`src/rtl/spi_flash_arbiter.sv`:
```
// Shares the quad-SPI flash reader between the fetch and memory-unit ports.
// Round-robin grant, recvDone edge detection, and an optional single-word read buffer.
module spi_flash_arbiter #(
    parameter bit CACHE_EN = 1'b1
) (
    input  logic        clk,
    input  logic        reset,
    input  logic        if_req,
    input  logic [23:0] if_addr,
    output logic        if_ack,
    output logic [31:0] if_data,
    input  logic        mu_req,
    input  logic [23:0] mu_addr,
    output logic        mu_ack,
    output logic [31:0] mu_data,
    input  logic        flush,
    output logic        spi_start,
    output logic [23:0] spi_address,
    input  logic [31:0] spi_instr,
    input  logic        spi_initDone,
    input  logic        spi_recvDone
);

    typedef enum logic [2:0] {INIT, IDLE, ISSUE, WAIT, RESP} state_t;

    localparam logic PORT_IF = 1'b0;
    localparam logic PORT_MU = 1'b1;

    state_t      state;
    state_t      state_next;

    logic        last_grant;
    logic        cur_port;
    logic [23:0] cur_addr;
    logic        rd_q;

    logic        buf_valid;
    logic [23:0] buf_addr;
    logic [31:0] buf_data;

    logic        grant_mu;
    logic [23:0] gnt_addr;
    logic        hit;
    logic        rise;
    logic        issue;
    logic        resp_en;
    logic        resp_port;
    logic [31:0] resp_data;

    always_ff @(posedge clk or negedge reset) begin
        if (!reset) begin
            state <= INIT;
        end else begin
            state <= state_next;
        end
    end

    // Loss of reader initialisation overrides every other transition.
    always_comb begin
        state_next = state;
        grant_mu   = mu_req && (!if_req || (last_grant == PORT_IF));
        gnt_addr   = grant_mu ? mu_addr : if_addr;
        hit        = CACHE_EN && buf_valid && !flush && (gnt_addr == buf_addr);
        rise       = spi_recvDone && !rd_q;
        issue      = 1'b0;
        resp_en    = 1'b0;
        resp_port  = cur_port;
        resp_data  = spi_instr;

        case (state)
            INIT: begin
                if (spi_initDone) begin
                    state_next = IDLE;
                end
            end
            IDLE: begin
                if (if_req || mu_req) begin
                    if (hit) begin
                        state_next = RESP;
                        resp_en    = 1'b1;
                        resp_port  = grant_mu;
                        resp_data  = buf_data;
                    end else begin
                        state_next = ISSUE;
                        issue      = 1'b1;
                    end
                end
            end
            ISSUE: begin
                if (!spi_recvDone) begin
                    state_next = WAIT;
                end
            end
            WAIT: begin
                if (rise) begin
                    state_next = RESP;
                    resp_en    = 1'b1;
                end
            end
            RESP: begin
                state_next = IDLE;
            end
            default: begin
                state_next = INIT;
            end
        endcase

        if (!spi_initDone) begin
            state_next = INIT;
            issue      = 1'b0;
            resp_en    = 1'b0;
        end
    end

    always_ff @(posedge clk or negedge reset) begin
        if (!reset) begin
            rd_q        <= 1'b0;
            if_ack      <= 1'b0;
            mu_ack      <= 1'b0;
            if_data     <= 32'h0;
            mu_data     <= 32'h0;
            spi_start   <= 1'b0;
            spi_address <= 24'h0;
            cur_addr    <= 24'h0;
            cur_port    <= PORT_IF;
            last_grant  <= PORT_IF;
            buf_valid   <= 1'b0;
            buf_addr    <= 24'h0;
            buf_data    <= 32'h0;
        end else begin
            rd_q      <= spi_recvDone;
            if_ack    <= resp_en && (resp_port == PORT_IF);
            mu_ack    <= resp_en && (resp_port == PORT_MU);
            spi_start <= (state_next == ISSUE) || (state_next == WAIT);

            if (resp_en && (resp_port == PORT_IF)) begin
                if_data <= resp_data;
            end
            if (resp_en && (resp_port == PORT_MU)) begin
                mu_data <= resp_data;
            end

            if ((state == IDLE) && (if_req || mu_req)) begin
                cur_addr <= gnt_addr;
                cur_port <= grant_mu;
            end

            if (issue) begin
                spi_address <= gnt_addr;
            end

            if (state == RESP) begin
                last_grant <= cur_port;
            end

            // A refill from an in-flight read wins over a flush in the same cycle.
            if ((state_next == INIT) || flush) begin
                buf_valid <= 1'b0;
            end
            if ((state == WAIT) && resp_en) begin
                buf_valid <= 1'b1;
                buf_addr  <= cur_addr;
                buf_data  <= spi_instr;
            end
        end
    end

endmodule

```
`config.mk`:
```
export PLATFORM = sky130hd
export DESIGN_NAME = spi_flash_arbiter
export DESIGN_NICKNAME = d
export VERILOG_FILES = /design/src/rtl/spi_flash_arbiter.sv
export SDC_FILE = /design/constraint.sdc
export NUM_CORES = 1
export LEC_CHECK = 0
export CAP_MARGIN = 20
export CORE_ASPECT_RATIO = 1.25
export CORE_MARGIN = 8
export CORE_UTILIZATION = 51
export DETAILED_ROUTE_END_ITERATION = 10
export PLACE_DENSITY = 0.81
export SYNTH_ARGS = -nofsm -noshare
export SYNTH_HDL_FRONTEND = slang
export SYNTH_SLANG_ARGS = --single-unit
```
`constraint.sdc`:
```
create_clock -name clk -period 3.8 [get_ports clk]
set_clock_uncertainty 0.2 [all_clocks]
set_input_delay 0.76 -clock clk [delete_from_list [all_inputs] [get_ports clk]]
set_output_delay 0.76 -clock clk [all_outputs]
set_load 0.01 [all_outputs]
```
==> results.sh <==
export IMPL_io_pins=178
export IMPL_endpoint_kind="flip-flop"
export IMPL_clock_sinks=178
export IMPL_yosys_area_top_type="dfrtp_1"
export IMPL_dr_max_layer_used="met4"
export IMPL_grtUsageTotal_pct=20.5
export IMPL_synth_area_top_cells="dfrtp_1, mux2_2, mux2i_1, nand2_1, xnor2_1"
export IMPL_cts_htree_levels=4
export IMPL_worst_skew_pair_late_latency_ns=0.42
export IMPL_yosysUniqueCellTypes=43
export IMPL_min_path_type="in2async"
export IMPL_dp_cells=989
export IMPL_grt_max_degree=85
export IMPL_core_area_mm2=0.0154
export IMPL_antenna_found_initial=0
export IMPL_drc_errors=0
export IMPL_cp_startpoint="mu_req"
export IMPL_yosys_warnings=0
export IMPL_reg2reg_from="last_grant$_DFFE_PN0N_"
export IMPL_cap_violations=0
export IMPL_dr_total_vias=5390
export IMPL_worstSetupPathType="in2reg"
export IMPL_r2r_cells=10
export IMPL_ant_nets=0
export IMPL_die_y_um=155
export IMPL_cp_start_kind="input pin"
export IMPL_synth_edf_count=0
export IMPL_cp_data_required_time_ns=3.90
export IMPL_path_max_fanout=33
export IMPL_finalCritPeriodShare_pct=95.7
export IMPL_ys_flop_type="dfrtp_1"
export IMPL_wl_um=19500
export IMPL_cts_root_buf="clkbuf_16"
export IMPL_dieArea_mm2=0.0198
export IMPL_port_buffers=177
export IMPL_fillers=1128
export IMPL_drtPass1Iterations=4
export IMPL_diodes=0
export IMPL_rrSetupSlack_ns=0.57
export IMPL_drive_gt1_share_pct=31.7
export IMPL_post_drt_wl_per_cell_um=19.1
export IMPL_die_w_um=127
export IMPL_synth_nets=671
export IMPL_syn_avg_cell_area_um2=13.5
export IMPL_initial_core_util_pct=51.5
export IMPL_yosysTopAreaCellShare_pct=56.3
export IMPL_arrival_ns=3.74
export IMPL_outcome="finished clean"
export IMPL_post_drt_via_cell_ratio=5.28
export IMPL_p_leak_nw=4.97
export IMPL_layout_nets=883
export IMPL_grt_pass1_vias=6097
export IMPL_instances_no_fill=1020
export IMPL_cts_max_path_buffers=2
export IMPL_slew_headroom_pct=48.7
export IMPL_multiInputGateArea_mm2=0.00327
export IMPL_wl_met1_um=7670
export IMPL_rsz0062_at_grt="false"
export IMPL_cts_setup_buffers=0
export IMPL_min_period_ns=3.64
export IMPL_drt_iter0_markers=302
export IMPL_grt_pass1_wl_um=32000
export IMPL_cts_tree="yes"
export IMPL_setup_viol=0
export IMPL_clk_pin_slew_worst_paths_ns=0.07
export IMPL_area_sequential_mm2=0.00445
export IMPL_wl_met3_um=1600
export IMPL_fin_tns_setup_ns=0
export IMPL_place_congestion=0.888
export IMPL_netlist_area_mm2=0.00791
export IMPL_p_per_area_mw_per_mm2=536
export IMPL_syn2layout_area_growth_pct=36.4
export IMPL_wl_met2_um=9910
export IMPL_tightest_slew_ns=0.770
export IMPL_dp_final_hpwl_um=14400
export IMPL_r2r_end="if_data[25]$_DFFE_PN0P_"
export IMPL_hold_viol=0
export IMPL_synth_seq_cells=178
export IMPL_syn_inst=584
export IMPL_seq_area_frac_synth_pct=56.3
export IMPL_vdd_drop_max_mv=0.325
export IMPL_rows=51
export IMPL_numCtsBuffers=17
export IMPL_grt_ovfl_total=0
export IMPL_async_flop_share_pct=100
export IMPL_finalMaxSlewViolations=0
export IMPL_fmax_ghz=0.275
==> stage by stage <==
step / util (%) / hold WS [ns] / cell area (um2) / setup WS, ns / total power, mW
6_report: 70.2 / 0.166 / 10800 / 0.163 / 5.78
5_1_grt: 70.2 / 0.234 / 10800 / 0.0175 / 6.08
4_1_cts: 70.2 / 0.206 / 10800 / 0.118 / 5.85
3_5_place_dp: 66.5 / 0.290 / 10200 / -0.291 / 4.19
3_3_place_gp: 66.5 / 0.269 / 10200 / -0.201 / 4.11
2_1_floorplan: - / 0.264 / 7910 / 0.286 / 3.34
==> final cells by class <==
cell class              instances  share of cell area [%]
clock buffers                  21                    4.17
clock inverters                10                   0.974
flip-flops and latches        178                    41.3
multi-input cells             354                    30.3
repair buffers                219                    19.9
inverters                      26                   0.904
well taps                     212                    2.46
==> flip-flops by register name, summed over array words and instances, names as in the netlist, 3 cells and up <==
name         flops
cur_addr        24
mu_data         32
buf_data        32
buf_addr        24
state            3
spi_address     24
if_data         32
==> routing by layer <==
layer / vias up / track usage, %
met5: - / 0
met1: 2727 / 23.0
li1: 2486 / -
met2: 155 / 35.1
met3: 22 / 7.91
met4: 0 / 6.81
==> Yosys cell counts (6+ instances only) <==
cell type and n:
xnor2_1 13, mux2_2 170, xor2_1 8, mux2i_1 25
buf_2 7, nand2_1 34, nor2_1 23, mux2_1 6
inv_1 26, dfrtp_1 178, nor2b_1 7, o21ai_0 8
a21oi_1 19, buf_4 6, clkbuf_1 11
==> timing repair <==
action / 4_1_cts / 5_1_grt
endpoints found under the setup margin: 0 / 64
gates resized for setup: 0 / 2
hold buffers: 0 / 0
==> cell families after synthesis <==
logic type | count (synthesis) | share of synthesized area, %
multiplexers | 201 | 28.2
flip-flops | 178 | 56.3
AND/OR/NAND/NOR | 77 | 4.66
AO/OA/AOI/OAI | 55 | 5.55
buffers and inverters | 52 | 2.96
XOR/XNOR | 21 | 2.32
==> critical path, cell delays in order <==
cell	delay (ns)
clkdlybuf4s50_1	0.49
a21boi_4	0.20
buf_12	0.18
mux2i_2	0.34
o2bb2ai_1	0.13
a2111oi_2	0.36
buf_4	0.19
nand4_4	0.13
o32ai_4	0.28
buf_12	0.26
mux2_2	0.37
==> placed cells by master, fill, tap and decap left out, drive strengths merged, types with 2 or more instances in the layout <==
cell           count
dfrtp            178
clkdlybuf4s50    176
mux2             176
buf               43
nand2             34
inv               27
mux2i             25
nor2              23
clkbuf            21
a21oi             19
xnor2             13
xor2               8
o21ai              8
nor2b              7
a2111oi            7
clkinv             5
o2bb2ai            4
a221oi             4
clkinvlp           3
nand4              3
nand3              3
nor3               2
o221ai             2
o32ai              2
==> power breakdown <==
group	total [mW]	internal [mW]	leakage (nW)	switching [mW]
logic	1.50	0.899	2.40	0.600
registers	2.64	2.35	2.31	0.288
clock network	1.65	0.924	0.260	0.724
total	5.78	4.17	4.97	1.61
==> worst max path at each step <==
stage	end	slack, ns
6_report	if_data[25]$_DFFE_PN0P_	0.16
2_1_floorplan	mu_data[0]$_DFFE_PN0P_	0.29
4_1_cts	if_data[25]$_DFFE_PN0P_	0.12
3_3_place_gp	if_data[5]$_DFFE_PN0P_	-0.20
3_5_place_dp	if_data[25]$_DFFE_PN0P_	-0.29
5_1_grt	if_data[7]$_DFFE_PN0P_	0.02
Note: power is estimated with default switching activity, not from simulation.
